<file path="src/rtl/lcd_bus_arbiter.sv">
// HD44780-style LCD bus owner: runs the power-up init sequence, then round-robin
// shares the bus between two write clients with e-strobe generation and settle hold-off.
module lcd_bus_arbiter #(
  parameter int CLK_DIV    = 5,
  parameter int INIT_WAIT  = 70,
  parameter int SHORT_WAIT = 2,
  parameter int LONG_WAIT  = 160
) (
  input  logic       clk,
  input  logic       reset,
  input  logic       req0_valid,
  input  logic       req0_rs,
  input  logic [7:0] req0_data,
  output logic       req0_ready,
  input  logic       req1_valid,
  input  logic       req1_rs,
  input  logic [7:0] req1_data,
  output logic       req1_ready,
  output logic       busy,
  output logic       grant_id,
  output logic       lcd_e,
  output logic       lcd_rs,
  output logic       lcd_rw,
  output logic [7:0] lcd_data
);

  localparam int DIV_W    = $clog2(CLK_DIV);
  localparam int MAX_IL   = (INIT_WAIT > LONG_WAIT) ? INIT_WAIT : LONG_WAIT;
  localparam int MAX_WAIT = (MAX_IL > SHORT_WAIT) ? MAX_IL : SHORT_WAIT;
  localparam int WAIT_W   = $clog2(MAX_WAIT + 1);

  typedef enum logic [2:0] {
    S_INIT_DLY,
    S_INIT_LD,
    S_IDLE,
    S_SETUP,
    S_E_HI,
    S_HOLD
  } state_t;

  state_t            state_q, state_d;
  logic [DIV_W-1:0]  div_q;
  logic [WAIT_W-1:0] wait_q, wait_d;
  logic [1:0]        init_idx_q, init_idx_d;
  logic              in_init_q, in_init_d;
  logic              last_grant_q, last_grant_d;
  logic              grant_q, grant_d;
  logic              rs_q, rs_d;
  logic [7:0]        data_q, data_d;
  logic              e_q, e_d;

  logic              tick;
  logic              idle;
  logic              pick0, pick1;
  logic              long_cmd;
  logic [WAIT_W-1:0] hold_last;
  logic [7:0]        init_byte;

  assign tick = (div_q == DIV_W'(CLK_DIV - 1));
  assign idle = (state_q == S_IDLE);

  // When both clients are valid, the one that did not win last time goes next.
  assign pick1 = req1_valid & (~req0_valid | ~last_grant_q);
  assign pick0 = req0_valid & (~req1_valid | last_grant_q);

  assign req0_ready = idle & pick0;
  assign req1_ready = idle & pick1;

  // Clear (0x01) and home (0x02/0x03) need the long settle time.
  assign long_cmd  = ~rs_q & (data_q[7:2] == 6'd0);
  assign hold_last = long_cmd ? WAIT_W'(LONG_WAIT - 1) : WAIT_W'(SHORT_WAIT - 1);

  always_comb begin
    case (init_idx_q)
      2'd0:    init_byte = 8'h3C;
      2'd1:    init_byte = 8'h0C;
      2'd2:    init_byte = 8'h06;
      default: init_byte = 8'h01;
    endcase
  end

  always_ff @(posedge clk or negedge reset) begin
    if (!reset) begin
      div_q <= '0;
    end else if (tick) begin
      div_q <= '0;
    end else begin
      div_q <= div_q + DIV_W'(1);
    end
  end

  always_ff @(posedge clk or negedge reset) begin
    if (!reset) begin
      state_q      <= S_INIT_DLY;
      wait_q       <= '0;
      init_idx_q   <= 2'd0;
      in_init_q    <= 1'b1;
      last_grant_q <= 1'b1;
      grant_q      <= 1'b0;
      rs_q         <= 1'b0;
      data_q       <= 8'h00;
      e_q          <= 1'b0;
    end else begin
      state_q      <= state_d;
      wait_q       <= wait_d;
      init_idx_q   <= init_idx_d;
      in_init_q    <= in_init_d;
      last_grant_q <= last_grant_d;
      grant_q      <= grant_d;
      rs_q         <= rs_d;
      data_q       <= data_d;
      e_q          <= e_d;
    end
  end

  always_comb begin
    state_d      = state_q;
    wait_d       = wait_q;
    init_idx_d   = init_idx_q;
    in_init_d    = in_init_q;
    last_grant_d = last_grant_q;
    grant_d      = grant_q;
    rs_d         = rs_q;
    data_d       = data_q;

    case (state_q)
      S_INIT_DLY: begin
        if (tick) begin
          if (wait_q == WAIT_W'(INIT_WAIT - 1)) begin
            wait_d  = '0;
            state_d = S_INIT_LD;
          end else begin
            wait_d = wait_q + WAIT_W'(1);
          end
        end
      end
      S_INIT_LD: begin
        if (tick) begin
          rs_d       = 1'b0;
          data_d     = init_byte;
          init_idx_d = init_idx_q + 2'd1;
          state_d    = S_SETUP;
        end
      end
      S_IDLE: begin
        if (pick0) begin
          rs_d         = req0_rs;
          data_d       = req0_data;
          grant_d      = 1'b0;
          last_grant_d = 1'b0;
          state_d      = S_SETUP;
        end else if (pick1) begin
          rs_d         = req1_rs;
          data_d       = req1_data;
          grant_d      = 1'b1;
          last_grant_d = 1'b1;
          state_d      = S_SETUP;
        end
      end
      S_SETUP: begin
        if (tick) state_d = S_E_HI;
      end
      S_E_HI: begin
        if (tick) state_d = S_HOLD;
      end
      S_HOLD: begin
        if (tick) begin
          if (wait_q == hold_last) begin
            wait_d = '0;
            // The init index wraps to 0 once the last init byte has been loaded.
            if (in_init_q && (init_idx_q != 2'd0)) begin
              state_d = S_INIT_LD;
            end else begin
              in_init_d = 1'b0;
              state_d   = S_IDLE;
            end
          end else begin
            wait_d = wait_q + WAIT_W'(1);
          end
        end
      end
      default: state_d = S_INIT_DLY;
    endcase

    e_d = (state_d == S_E_HI);
  end

  assign busy     = ~idle;
  assign grant_id = grant_q;
  assign lcd_e    = e_q;
  assign lcd_rs   = rs_q;
  assign lcd_rw   = 1'b0;
  assign lcd_data = data_q;

endmodule

</file>
<file path="config.mk">
export PLATFORM = sky130hd
export DESIGN_NAME = lcd_bus_arbiter
export DESIGN_NICKNAME = d
export VERILOG_FILES = /design/src/rtl/lcd_bus_arbiter.sv
export SDC_FILE = /design/constraint.sdc
export NUM_CORES = 1
export LEC_CHECK = 0
export BUFFER_PORTS_ARGS = -buffer_cell sky130_fd_sc_hd__buf_2
export CAP_MARGIN = 15
export CORE_MARGIN = 4
export CORE_UTILIZATION = 58
export DETAILED_ROUTE_END_ITERATION = 10
export GPL_TIMING_DRIVEN = 0
export PLACE_DENSITY = 0.84
export RECOVER_POWER = 50
export SLEW_MARGIN = 20
export SYNTH_ARGS = -nofsm -noshare
export SYNTH_HDL_FRONTEND = slang
export SYNTH_SLANG_ARGS = --single-unit
</file>
<file path="constraint.sdc">
create_clock -name clk -period 3.2 [get_ports clk]
set_input_delay 0.32 -clock clk [delete_from_list [all_inputs] [get_ports clk]]
set_output_delay 0.32 -clock clk [all_outputs]
set_load 0.01 [all_outputs]
</file>
# Yosys cells after proc, flatten, opt, wreduce, memory -nomap -nowiden
# Cells that the tools add are included.
# totals
register_bits	29
inputBits	22
out_inout_bits	15
# classes
addsub	3
eq_ne	15
mux	29
n_bitwise	13
n_reduce_logical	13
# ops
cell	n
$mux W8	8
$pmux W8 S2	2
$mux W3	10
$pmux W3 S6	1
$pmux W6 S3	1
$eq A3 B3 Y1 const B	4
$add A8 B1 Y8 const B	1
$eq A8 B7 Y1 const B	1
$eq A8 B8 Y1	1
$reduce_bool A2 Y1	4
$eq A3 B2 Y1 const B	2
$logic_not A6 Y1	1
$ne A2 B2 Y1 const B	3
$not A1 Y1	6
$reduce_and A3 Y1	2
$and A1 B1 Y1	5
$mux W1	5
$reduce_and A2 Y1	2
$reduce_and A4 Y1	1
$add A3 B1 Y3 const B	1
$eq A3 B1 Y1 const B	1
$logic_not A3 Y1	1
$ne A3 B1 Y1 const B	1
$add A2 B1 Y2 const B	1
7 further kinds	8

# Longest topological paths before layout
# logic_depth
word_depth	8
mapped_depth	9
ltp_nobuf	7

# Worst setup path after synthesis
# No wires, ideal clock.
# synth_path
kind	flip-flop to flip-flop
startpoint	reg div_q[0]
endpoint	reg wait_q[5]
setup_time_ns	0.078
arrival_ns	1.883
required_ns	3.122
setup_slack_ns	1.238
path_stages_with_launch	9
cell_sequence	dfrtp_1 > inv_1 > ha_1 > nand2_2 > or3_1 > buf_6 > or2_4 > or3_1 > o21bai_1
# synth_via
elab_chain_len	3
# synth_lines
item	line	text
start, declared	42	logic [DIV_W-1:0] div_q;
start signal, assigned	88	div_q <= div_q + DIV_W'(1);
$eq A3 B3 Y1 *	59	assign tick = (div_q == DIV_W'(CLK_DIV - 1));
$ne A2 B2 Y1 (no source line)	--	
$reduce_and A3 Y1 (no source line) *	--	
end signal, assigned	105	wait_q <= wait_d;
end, declared	43	logic [WAIT_W-1:0] wait_q, wait_d;
# Mark *: on every way between the ends. The rest lies on a longest branch, timed or not.
# A chain may end at the register's enable or synchronous reset.

# Worst setup path after layout
# layout_path
startpoint	reg state_q[1]
endpoint	out req0_ready
# layout_via
elab_chain_len	2
# layout_lines
item	line	text
start, declared	41	state_t state_q, state_d;
start signal, assigned	104	state_q <= state_d;
$eq A3 B2 Y1	60	assign idle = (state_q == S_IDLE);
$and A1 B1 Y1	66	assign req0_ready = idle & pick0;
end, declared	14	output logic req0_ready,
# No other way between the ends.

==> results.json <==
{
  "run_status": "finished with violations",
  "violations": "capacitance limit",
  "die_height_um": 62.29,
  "worstSkewPairLatency_ns": 0.33,
  "irDropWorstVdd_v": 0.0006398,
  "hold-worst-slack_ns": 0.3004,
  "htreeDepth": 2,
  "critPathCaptureType": "output port",
  "post-dp-hpwl_mm": 2.880,
  "cts-root-to-sink-buffers": 2,
  "yosysWarnings": 0,
  "report.final.hold_viol_count": 0,
  "design.die.area_um2": 3879,
  "num-nets-final": 254,
  "crit_chain": "buf_2, nand2b_1, nor2_1, nand3_1, inv_1, buf_2",
  "overflow": 0,
  "routed_length_on_met2_mm": 1.936,
  "cts_repair_resize_count": 0,
  "core_footprint_um2": 2781,
  "io_pins": 37,
  "drive_gt1_frac": 0.2400,
  "starting_density": 0.6145,
  "finalSetupViolCount": 0,
  "syn_nets": 212,
  "die_width_um": 62.29,
  "timing.max_slew.rel_slack": 0.009021,
  "cpPeakStageDelay_ns": 0.44,
  "clock_tree_from_tritoncts": "yes",
  "clockPowerShare": 0.191,
  "criticalPathCategory": "flip-flop to output port",
  "wl_met1_mm": 1.600,
  "highest_routed_metal_layer": "met4",
  "cts_inserted_buffers": 5,
  "post_synth_instance_area_um2": 1709,
  "internal_power_uw": 986.1,
  "timing.critical_path.fanout_max": 10,
  "holdCritPathClass": "input port to flip-flop",
  "cts.root.buffer_cell": "sky130_fd_sc_hd__clkbuf_4",
  "initial_antenna_violation_count": 0,
  "synth_flop_cell": "sky130_fd_sc_hd__dfrtp_1",
  "grt_pass1_vias": 1468,
  "wire_length_of_the_first_global_routing_pass_mm": 6.368,
  "grt_start_max_net_pins": 30,
  "share_comb_of_total_power": 0.463,
  "route.vias.total": 1480,
  "num_rows": 19,
  "ys_async_sr_fraction": 1.000,
  "power_per_cell_area_nw_per_um2": 828.7,
  "setup-tns-final_ns": 0,
  "total_placed_cells_including_tap_cells": 248,
  "cts_setup_buffers": 0,
  "rsz_0062_raised_after_global_routing": "no",
  "cts.sinks": 29,
  "post_synth_top_area_cell": "sky130_fd_sc_hd__dfrtp_1",
  "drc": 0,
  "leakagePower_uw": 0.0009867,
  "synthTopCellsByArea": "sky130_fd_sc_hd__dfrtp_1 40%, sky130_fd_sc_hd__ha_1 5.9%, sky130_fd_sc_hd__nand2_1 5.1%",
  "required_ns": 2.88,
  "instances_no_fill": 256,
  "finalCriticalPeriod_ns": 2.229,
  "detail_route.first_pass.iterations": 4,
  "detail-route-antenna-nets": 0,
  "tightest_slew_ns": 1.486,
  "multi_input_comb_area_um2": 893.4,
  "synth-edff-count": 0,
  "power_switching_uw": 672.9,
  "cts_hold_repair.buffers": 0,
  "avgSynthCellArea_um2": 9.391,
  "gr-usage-all-layers": 0.1992,
  "finalMaxSlewViolations": 0,
  "drt_iter0_markers": 65,
  "postSynthCellCount": 182,
  "antennaDiodeCount": 0,
  "synth_top_area_frac": 0.3953,
  "drt-wirelength-per-cell_um": 14.57,
  "power.sequential.fraction": 0.346,
  "area_delta_synth_final_pct": 17.13,
  "place.gp.congestion": 0.8689,
  "wl_met3_um": 164,
  "register_clock_pin_slew_on_the_reported_worst_setup_and_hold_paths_ns": 0.10,
  "synth_seq_cells": 29,
  "cp_common_cell": "sky130_fd_sc_hd__buf_2",
  "vias_per_cell": 5.781,
  "wl_mm": 3.729,
  "ys_top_cells_by_count": "27 x sky130_fd_sc_hd__dfrtp_1, 23 x sky130_fd_sc_hd__nand2_1, 13 x sky130_fd_sc_hd__o21ai_0",
  "maxClockFrequency_mhz": 448.6,
  "buffer_ports.inserted": 35,
  "netSwitchingFraction": 0.4056,
  "seqCellArea_um2": 728.2,
  "slowest_stage_cell_cp": "sky130_fd_sc_hd__nor2_1",
  "timing.critical_path.arrival_ns": 1.91,
  "yosys.cell_count.top_type": "sky130_fd_sc_hd__dfrtp_1",
  "fin_crit_sh": 0.6966,
  "fillCellCount": 223,
  "yosys.cell_types.count": 46,
  "clock_skew_after_layout_ns": 0.01656,
  "startpoint_type": "flip-flop",
  "cap_viol_max_count": 1,
  "synth_seq_area_share": 0.4261
}
placed cells by master (no fill, tap or decap), drive strengths merged, types with 3 or more instances in the layout:
| cell | instances |
|---|---|
| a21o | 5 |
| or3 | 4 |
| nand2b | 5 |
| mux2 | 3 |
| a211oi | 3 |
| a21oi | 7 |
| clkbuf | 14 |
| nor2 | 7 |
| nand3 | 7 |
| buf | 34 |
| nor3 | 8 |
| o31ai | 4 |
| dfrtp | 27 |
| o21ai | 14 |
| nor4 | 3 |
| nand2 | 24 |
| ha | 8 |
| mux2i | 8 |
| inv | 10 |
layer usage:
metal  up-vias  track usage
li1        732            -
met1       714       0.2431
met2        30       0.3290
met3         4      0.06486
met4         0      0.06897
met5         -            0
per-stage QoR:
stage | power (uW) | area, um^2 | util | setup WS [ns]
6_report | 1659 | 2002 | 0.7197 | 0.9710
3_3_place_gp | 1310 | 1923 | 0.6914 | 1.107
3_5_place_dp | 1348 | 1923 | 0.6914 | 1.104
5_1_grt | 1796 | 2002 | 0.7197 | 0.7973
4_1_cts | 1672 | 2012 | 0.7233 | 0.9897
2_1_floorplan | 1126 | 1709 | - | 1.238
final timing paths:
path	start	to	slack (ns)	cells after the start
min reg2reg	div_q[0]	div_q[0]	0.47	1
min in group asynchronous	reset	lcd_data[6]	0.32	1
max in group asynchronous	reset	div_q[0]	1.99	1
max	state_q[1]	req0_ready	0.97	6
max reg2reg	div_q[0]	wait_q[5]	1.05	8
min	req0_rs	lcd_rs	0.30	3
worst max-delay path: cells and delay by family, from the launching register on:
kind / cells / cell delay [ns]
flops: 1 / 0.38
simple gates: 3 / 0.78
buf+inv: 3 / 0.42
registers in the layout, indices dropped and copies added (netlist names), 2 cells and up:
| name | count |
|---|---|
| div_q | 3 |
| init_idx_q | 2 |
| lcd_data | 8 |
| state_q | 3 |
| wait_q | 8 |
layout make-up:
cell class / instances / share of cell area
Buffer: 7 / 0.02375
Inverter: 10 / 0.01875
Timing Repair Buffer: 35 / 0.08375
Tap cell: 31 / 0.01938
Multi-Input combinational cell: 136 / 0.4463
Sequential cell: 29 / 0.3637
Clock buffer: 6 / 0.02563
Clock inverter: 2 / 0.01875
cell families after synthesis:
family,after synthesis,synth area share
simple gates,71,0.2145
compound gates,42,0.1669
flops,29,0.4261
buf+inv,17,0.04979
mux,11,0.06662
fa+ha+maj,8,0.05857
xor+xnor,3,0.01538
other cells,1,0.002194
power by group through the flow:
stage                     sequential [uW]  combinational, uW  clock (uW)
after detailed placement              580                768           0
final                                 573                768         317
after global routing                  592                862         341
after global placement                571                739           0
after floorplan                       590                536           0
after CTS                             573                777         322
Power figures use the tool's default switching activity.
